**config.mk**
```make
export PLATFORM = sky130hd
export DESIGN_NAME = a5_1_pixel_cipher_flat
export DESIGN_NICKNAME = d
export VERILOG_FILES = /design/src/rtl/a5_1_pixel_cipher_pkg.sv /design/src/rtl/a5_1_pixel_cipher_if.sv /design/src/rtl/a5_1_ks_byte_xor.sv /design/src/rtl/a5_1_pixel_cipher.sv /design/src/flat_wrapper.sv
export SDC_FILE = /design/constraint.sdc
export NUM_CORES = 1
export LEC_CHECK = 0
export BUFFER_PORTS_ARGS = -buffer_cell sky130_fd_sc_hd__buf_4
export CORE_ASPECT_RATIO = 1.75
export CORE_MARGIN = 2
export CORE_UTILIZATION = 50
export DETAILED_ROUTE_END_ITERATION = 12
export HOLD_SLACK_MARGIN = 0.15
export PLACE_DENSITY_LB_ADDON = 0.2
export REMOVE_ABC_BUFFERS = 1
export SYNTH_ARGS = -nofsm -noshare
export SYNTH_HDL_FRONTEND = slang
export SYNTH_SLANG_ARGS = --single-unit
```
**constraint.sdc**
```tcl
create_clock -name clk -period 2.3 [get_ports clk]
set_clock_uncertainty 0.05 [all_clocks]
set_input_delay 0.69 -clock clk [delete_from_list [all_inputs] [get_ports clk]]
set_output_delay 0.69 -clock clk [all_outputs]
set_load 0.1 [all_outputs]
```
**src/rtl/a5_1_pixel_cipher_pkg.sv**
```systemverilog
// Shared types and default sizing for the A5/1 pixel cipher stage.
package a5_1_pkg;

  // Default geometry: 8-bit pixels, 256x256 frame, 16-bit pixel counter.
  localparam int DEF_PIXEL_W    = 8;
  localparam int DEF_NUM_PIXELS = 65536;
  localparam int DEF_CNT_W      = 16;

  // Control states of the cipher stage.
  typedef enum logic [1:0] {
    IDLE = 2'd0,
    MIX  = 2'd1,
    OUT  = 2'd2,
    DONE = 2'd3
  } state_t;

  // Width of a bit index able to address every bit of a w-bit word.
  function automatic int idx_width(input int w);
    return (w > 1) ? $clog2(w) : 1;
  endfunction

endpackage

```
**src/rtl/a5_1_pixel_cipher_if.sv**
```systemverilog
// Handshake bundle between keystream generator, pixel source, pixel sink and the cipher stage.
interface a5_1_pixel_cipher_if
  import a5_1_pkg::*;
#(
  parameter int PIXEL_W = DEF_PIXEL_W,
  parameter int CNT_W   = DEF_CNT_W
);

  // keystream side
  logic               ks_bit;
  logic               ks_valid;
  logic               ks_ready;
  // plaintext side
  logic [PIXEL_W-1:0] pix_in;
  logic               pix_in_valid;
  logic               pix_in_ready;
  // ciphertext side
  logic [PIXEL_W-1:0] pix_out;
  logic               pix_out_valid;
  logic               pix_out_ready;
  // frame status
  logic [CNT_W-1:0]   pixel_count;
  logic               frame_done;

  // Environment view: drives stimulus, observes the stage.
  modport master (
    output ks_bit, ks_valid, pix_in, pix_in_valid, pix_out_ready,
    input  ks_ready, pix_in_ready, pix_out, pix_out_valid, pixel_count, frame_done
  );

  // Cipher stage view.
  modport slave (
    input  ks_bit, ks_valid, pix_in, pix_in_valid, pix_out_ready,
    output ks_ready, pix_in_ready, pix_out, pix_out_valid, pixel_count, frame_done
  );

endinterface

```
**src/rtl/a5_1_ks_byte_xor.sv**
```systemverilog
// Pixel data register with a bit index: XORs one keystream bit per consume, LSB first.
module a5_1_ks_byte_xor
  import a5_1_pkg::*;
#(
  parameter int PIXEL_W = DEF_PIXEL_W
) (
  input  logic               clk,
  input  logic               reset,
  input  logic               load,
  input  logic [PIXEL_W-1:0] pix_in,
  input  logic               ks_bit,
  input  logic               consume,
  output logic [PIXEL_W-1:0] data,
  output logic               last
);

  localparam int IDX_W = idx_width(PIXEL_W);
  localparam logic [IDX_W-1:0] IDX_LAST = IDX_W'(PIXEL_W - 1);

  logic [IDX_W-1:0]   r_idx;
  logic [PIXEL_W-1:0] r_data;
  logic [PIXEL_W-1:0] w_flip;

  // One flip enable per data bit: only the bit selected by the index takes the keystream bit.
  generate
    for (genvar gi = 0; gi < PIXEL_W; gi++) begin : g_flip
      assign w_flip[gi] = consume & ks_bit & (r_idx == IDX_W'(gi));
    end
  endgenerate

  // Bit index: cleared on load, advances on each consumed keystream bit, wraps after the last.
  always_ff @(posedge clk) begin
    if (reset) begin
      r_idx <= '0;
    end else if (load) begin
      r_idx <= '0;
    end else if (consume) begin
      r_idx <= (r_idx == IDX_LAST) ? '0 : r_idx + 1'b1;
    end
  end

  // Data register: captures the plaintext on load, then accumulates keystream flips.
  always_ff @(posedge clk) begin
    if (reset) begin
      r_data <= '0;
    end else if (load) begin
      r_data <= pix_in;
    end else begin
      r_data <= r_data ^ w_flip;
    end
  end

  assign data = r_data;
  assign last = (r_idx == IDX_LAST);

endmodule

```
**src/rtl/a5_1_pixel_cipher.sv**
```systemverilog
// A5/1 pixel cipher stage: accepts a pixel, mixes in PIXEL_W keystream bits, emits ciphertext,
// counts delivered pixels and flags a completed frame.
module a5_1_pixel_cipher
  import a5_1_pkg::*;
#(
  parameter int PIXEL_W    = DEF_PIXEL_W,
  parameter int NUM_PIXELS = DEF_NUM_PIXELS,
  parameter int CNT_W      = DEF_CNT_W
) (
  input  logic              clk,
  input  logic              reset,
  a5_1_pixel_cipher_if.slave bus
);

  localparam logic [CNT_W-1:0] CNT_LAST = CNT_W'(NUM_PIXELS - 1);

  state_t             r_state;
  state_t             w_state_next;

  // Ready/valid outputs are registered copies of the next-state decode, so no input
  // reaches them combinationally and all of them read 0 in the cycle after reset.
  logic               r_pix_in_ready;
  logic               r_ks_ready;
  logic               r_pix_out_valid;
  logic               w_pix_in_ready_next;
  logic               w_ks_ready_next;
  logic               w_pix_out_valid_next;

  logic [CNT_W-1:0]   r_pixel_count;
  logic               r_frame_done;

  logic               w_accept;
  logic               w_consume;
  logic               w_handshake;
  logic               w_last_bit;
  logic               w_last_pixel;
  logic [PIXEL_W-1:0] w_data;

  assign w_accept     = r_pix_in_ready  & bus.pix_in_valid;
  assign w_consume    = r_ks_ready      & bus.ks_valid;
  assign w_handshake  = r_pix_out_valid & bus.pix_out_ready;
  assign w_last_pixel = (r_pixel_count == CNT_LAST);

  a5_1_ks_byte_xor #(
    .PIXEL_W (PIXEL_W)
  ) u_ks_byte_xor (
    .clk     (clk),
    .reset   (reset),
    .load    (w_accept),
    .pix_in  (bus.pix_in),
    .ks_bit  (bus.ks_bit),
    .consume (w_consume),
    .data    (w_data),
    .last    (w_last_bit)
  );

  // State and handshake output registers.
  always_ff @(posedge clk) begin
    if (reset) begin
      r_state         <= IDLE;
      r_pix_in_ready  <= 1'b0;
      r_ks_ready      <= 1'b0;
      r_pix_out_valid <= 1'b0;
    end else begin
      r_state         <= w_state_next;
      r_pix_in_ready  <= w_pix_in_ready_next;
      r_ks_ready      <= w_ks_ready_next;
      r_pix_out_valid <= w_pix_out_valid_next;
    end
  end

  // Next-state logic: one pixel at a time, no overlap between pixels.
  always_comb begin
    w_state_next = r_state;
    case (r_state)
      IDLE:    if (w_accept) w_state_next = MIX;
      MIX:     if (w_consume && w_last_bit) w_state_next = OUT;
      OUT:     if (w_handshake) w_state_next = w_last_pixel ? DONE : IDLE;
      DONE:    w_state_next = DONE;
      default: w_state_next = IDLE;
    endcase
  end

  // Output decode from the state about to be entered.
  always_comb begin
    w_pix_in_ready_next  = 1'b0;
    w_ks_ready_next      = 1'b0;
    w_pix_out_valid_next = 1'b0;
    case (w_state_next)
      IDLE:    w_pix_in_ready_next  = 1'b1;
      MIX:     w_ks_ready_next      = 1'b1;
      OUT:     w_pix_out_valid_next = 1'b1;
      default: ;
    endcase
  end

  // Pixel counter and sticky frame-complete flag, advanced on each ciphertext handshake.
  always_ff @(posedge clk) begin
    if (reset) begin
      r_pixel_count <= '0;
      r_frame_done  <= 1'b0;
    end else if (w_handshake) begin
      if (w_last_pixel) begin
        r_pixel_count <= '0;
        r_frame_done  <= 1'b1;
      end else begin
        r_pixel_count <= r_pixel_count + 1'b1;
      end
    end
  end

  assign bus.pix_in_ready  = r_pix_in_ready;
  assign bus.ks_ready      = r_ks_ready;
  assign bus.pix_out_valid = r_pix_out_valid;
  assign bus.pix_out       = w_data;
  assign bus.pixel_count   = r_pixel_count;
  assign bus.frame_done    = r_frame_done;

endmodule

```
**src/flat_wrapper.sv**
```systemverilog
// flat-port wrapper written by rule: the top's interface ports become plain ports
module a5_1_pixel_cipher_flat import a5_1_pkg::*;
#(
  parameter int PIXEL_W    = DEF_PIXEL_W,
  parameter int NUM_PIXELS = DEF_NUM_PIXELS,
  parameter int CNT_W      = DEF_CNT_W
)
  (clk, reset, bus_ks_bit, bus_ks_valid, bus_pix_in, bus_pix_in_valid, bus_pix_out_ready, bus_ks_ready, bus_pix_in_ready, bus_pix_out, bus_pix_out_valid, bus_pixel_count, bus_frame_done);
  a5_1_pixel_cipher_if #(.PIXEL_W(PIXEL_W), .CNT_W(CNT_W)) bus_i ();
  input  logic clk;
  input  logic reset;
  input wire logic [$bits(bus_i.ks_bit)-1:0] bus_ks_bit;
  input wire logic [$bits(bus_i.ks_valid)-1:0] bus_ks_valid;
  input wire logic [$bits(bus_i.pix_in)-1:0] bus_pix_in;
  input wire logic [$bits(bus_i.pix_in_valid)-1:0] bus_pix_in_valid;
  input wire logic [$bits(bus_i.pix_out_ready)-1:0] bus_pix_out_ready;
  output wire logic [$bits(bus_i.ks_ready)-1:0] bus_ks_ready;
  output wire logic [$bits(bus_i.pix_in_ready)-1:0] bus_pix_in_ready;
  output wire logic [$bits(bus_i.pix_out)-1:0] bus_pix_out;
  output wire logic [$bits(bus_i.pix_out_valid)-1:0] bus_pix_out_valid;
  output wire logic [$bits(bus_i.pixel_count)-1:0] bus_pixel_count;
  output wire logic [$bits(bus_i.frame_done)-1:0] bus_frame_done;
  assign bus_i.ks_bit = bus_ks_bit;
  assign bus_i.ks_valid = bus_ks_valid;
  assign bus_i.pix_in = bus_pix_in;
  assign bus_i.pix_in_valid = bus_pix_in_valid;
  assign bus_i.pix_out_ready = bus_pix_out_ready;
  assign bus_ks_ready = bus_i.ks_ready;
  assign bus_pix_in_ready = bus_i.pix_in_ready;
  assign bus_pix_out = bus_i.pix_out;
  assign bus_pix_out_valid = bus_i.pix_out_valid;
  assign bus_pixel_count = bus_i.pixel_count;
  assign bus_frame_done = bus_i.frame_done;
  a5_1_pixel_cipher #(.PIXEL_W(PIXEL_W), .NUM_PIXELS(NUM_PIXELS), .CNT_W(CNT_W)) u_core (.clk(clk), .reset(reset), .bus(bus_i));
endmodule
```
==> flow_metrics.py <==
metrics = {
    "yosys": {
        "yosysUniqueCellTypes": 34,
        "syn_avg_cell_area_sq_um": 8.68,
        "synthTopCellsByCount": "33 x dfxtp_1, 28 x nor2_1, 16 x nand2_1",
        "ys_warn_count": 0,
        "ys_seq_elements": 33,
        "synth-edff-count": 0,
        "synth_async_sr_flop_share": 0,
        "synth_largest_area_cell": "dfxtp_1",
        "synthFlopType": "dfxtp_1",
        "synth_cells": 180,
        "syn_area_sq_um": 1560,
        "synth.most_common_cell": "dfxtp_1",
        "yosys.area.top_type_share": 0.423,
        "synthTopCellsByArea": "dfxtp_1 42%, nor2_1 6.7%, xor2_1 6.2%",
        "seq_area_frac_synth": 0.423,
    },
    "worst_hold_path": {
        "hold_class": "register to register",
    },
    "layout": {
        "drive_gt1_frac": 0.231,
        "insertedDiodeCount": 0,
        "syn2layout_area_growth_pct": 28.3,
        "fin_area_sq_um": 2000,
        "nFillCells": 272,
        "nNetsFinal": 246,
    },
    "die": {
        "die_area_sq_um": 3610,
        "io_pins": 42,
        "core_sq_um": 2960,
        "die-height_um": 78.0,
        "fp.dieW_um": 46.3,
        "fp-row-count": 26,
        "initial_utilization": 0.528,
    },
    "sta": {
        "setup-violations-final": 0,
        "drv_slew": 0,
        "worst_pin_slew_ps": 622,
        "slew_headroom": 0.582,
        "setup_ws_ps": 368,
        "fmax_mhz": 518,
        "hold-worst-slack_ps": 449,
        "rsz0062_at_grt": "false",
        "min_period_ps": 1930,
        "post-route-period-util": 0.840,
        "hold_viol_final": 0,
    },
    "setup_path": {
        "path_delay_family": "simple AND/OR/NAND/NOR gates",
        "crit_path_top_delay_cell": "or4_4",
        "worstPathArrival_ps": 2100,
        "cp_cell_sequence": "ha_1, nand3_2, or4_4, or3_1, a21oi_1",
        "cp_slowest_stage_delay_ps": 560,
        "cp-start-kind": "register",
        "endpoint_kind": "register",
        "required_ps": 2460,
        "critPathKind": "register to register",
        "worstPathMaxFanout": 7,
        "timing.critical_path.buf_inv": 0,
    },
    "routing": {
        "firstDrtPassIters": 4,
        "vias_per_cell": 5.44,
        "drt-initial-drc-count": 25,
        "wl_per_cell_um": 12.8,
        "num_vias": 1452,
        "wl_um": 3430,
        "ant_nets": 0,
        "drc": 0,
    },
    "placement": {
        "gp_congestion": 0.845,
        "placed_area_sq_um": 1920,
        "io_buffers": 41,
        "dp_slack_ps": 216,
        "dp_hpwl_um": 2600,
    },
    "cts": {
        "hold_buffers": 0,
        "cts_setup_buffers": 0,
        "cts_sinks": 33,
        "cts_buffers": 5,
        "clk_path_buf_depth": 2,
        "cts_resized": 0,
        "insertion_delay_ps": 280,
        "cts_root_buf": "clkbuf_8",
        "cts.clk_slew.worst_paths_ps": 60,
        "cts_tree": "built",
        "htree_levels": 2,
    },
    "global_route": {
        "grt_pass1_wl_um": 5580,
        "grt_max_degree": 23,
        "track_usage": 0.209,
        "antenna_found_initial": 0,
        "grt_pass1_vias": 1315,
        "grt-ovfl-total": 0,
    },
    "power_and_ir_drop": {
        "p_switching_mw": 0.343,
        "power.density_nw_per_um2": 607,
        "switching_share": 0.282,
        "combPwrFrac": 0.152,
        "leakage_nw": 0.775,
        "clock_power_share": 0.355,
        "peakVddDrop_uv": 458,
        "p_int_mw": 0.873,
        "p_seq_frac": 0.493,
    },
    "flow_run": {
        "cap_violations": 0,
    },
    "status": {
        "outcome": "complete, no violations",
    },
}
==> power groups by stage <==
stage | Sequential (mW) | Clock (mW) | Combinational, mW
3_3_place_gp | 0.611 | 0 | 0.184
2_1_floorplan | 0.708 | 0 | 0.0357
4_1_cts | 0.600 | 0.445 | 0.186
3_5_place_dp | 0.612 | 0 | 0.185
6_report | 0.600 | 0.432 | 0.185
5_1_grt | 0.601 | 0.474 | 0.195
==> layout make-up <==
cell class,instances,area [sq um],area share
flip-flops and latches,33,661,0.330
repair buffers,43,323,0.161
multi-input cells,137,863,0.431
clock buffers,7,86.3,0.0431
inverters,5,18.8,0.00936
well taps,42,52.6,0.0262
==> registers in the layout, indices dropped and copies added, names as in the netlist <==
register and count:
u_core.bus.pixel_count 16, u_core.u_ks_byte_xor.data 8, u_core.u_ks_byte_xor.r_idx 3, u_core.r_state 2, u_core.bus.frame_done 1, u_core.bus.ks_ready 1
u_core.bus.pix_in_ready 1, u_core.bus.pix_out_valid 1
==> per-layer routing <==
| metal | GRT usage | routed length [um] |
|---|---|---|
| met3 | 0.0512 | 189 |
| met2 | 0.374 | 1870 |
| met1 | 0.206 | 1290 |
| met5 | 0 | 0 |
| met4 | 0.106 | 75 |
==> metrics by stage <==
| stage | TNS, ps | utilization | std cells | power (mW) |
|---|---|---|---|---|
| after floorplan | -3600 | - | 175 | 0.744 |
| after global placement | 0 | 0.648 | 260 | 0.795 |
| after detailed placement | 0 | 0.648 | 260 | 0.798 |
| after CTS | 0 | 0.677 | 267 | 1.23 |
| after global routing | 0 | 0.677 | 267 | 1.27 |
| final | 0 | 0.677 | 267 | 1.22 |
==> cells by family after synthesis <==
kind of cell               count (synthesis)  share of synthesized area
and+or+nand+nor                           86                      0.278
DFF                                       33                      0.423
AOI/OAI and AO/OA                         23                      0.100
xor gates and xnor gates                  20                      0.112
buffers and inverters                     10                     0.0248
adders and majority gates                  7                     0.0560
muxes                                      1                    0.00641
==> worst reg2reg max path, cell delays in order, from the launching register on <==
cell,delay [ps]
dfxtp_1,420
ha_1,220
nand3_2,150
or4_4,570
or3_1,320
a21oi_1,140
==> layout by cell type (no fill, tap or decap), types with 2 or more instances in the layout <==
| master | n |
|---|---|
| nand2_1 | 16 |
| dfxtp_1 | 33 |
| nor2_1 | 28 |
| inv_1 | 5 |
| xor2_1 | 11 |
| nand4_1 | 7 |
| and2_1 | 2 |
| a211oi_1 | 8 |
| nand3_1 | 6 |
| o21ai_0 | 2 |
| clkbuf_8 | 6 |
| ha_1 | 7 |
| buf_4 | 43 |
| or3_1 | 2 |
| o32ai_1 | 2 |
| a21oi_1 | 7 |
| nor4_1 | 6 |
| xnor2_1 | 9 |
| nor3_1 | 10 |
==> worst paths after layout <==
path                                  start                    endpoint  slack (ps)  cells after the start
setup / recovery  u_core.bus.pixel_count[0]  u_core.bus.pixel_count[14]         370                      5
hold / removal        u_core.bus.frame_done       u_core.bus.frame_done         450                      2
setup reg to reg  u_core.bus.pixel_count[0]  u_core.bus.pixel_count[14]         370                      5
hold reg to reg       u_core.bus.frame_done       u_core.bus.frame_done         450                      2
Power figures use the tool's default switching activity.
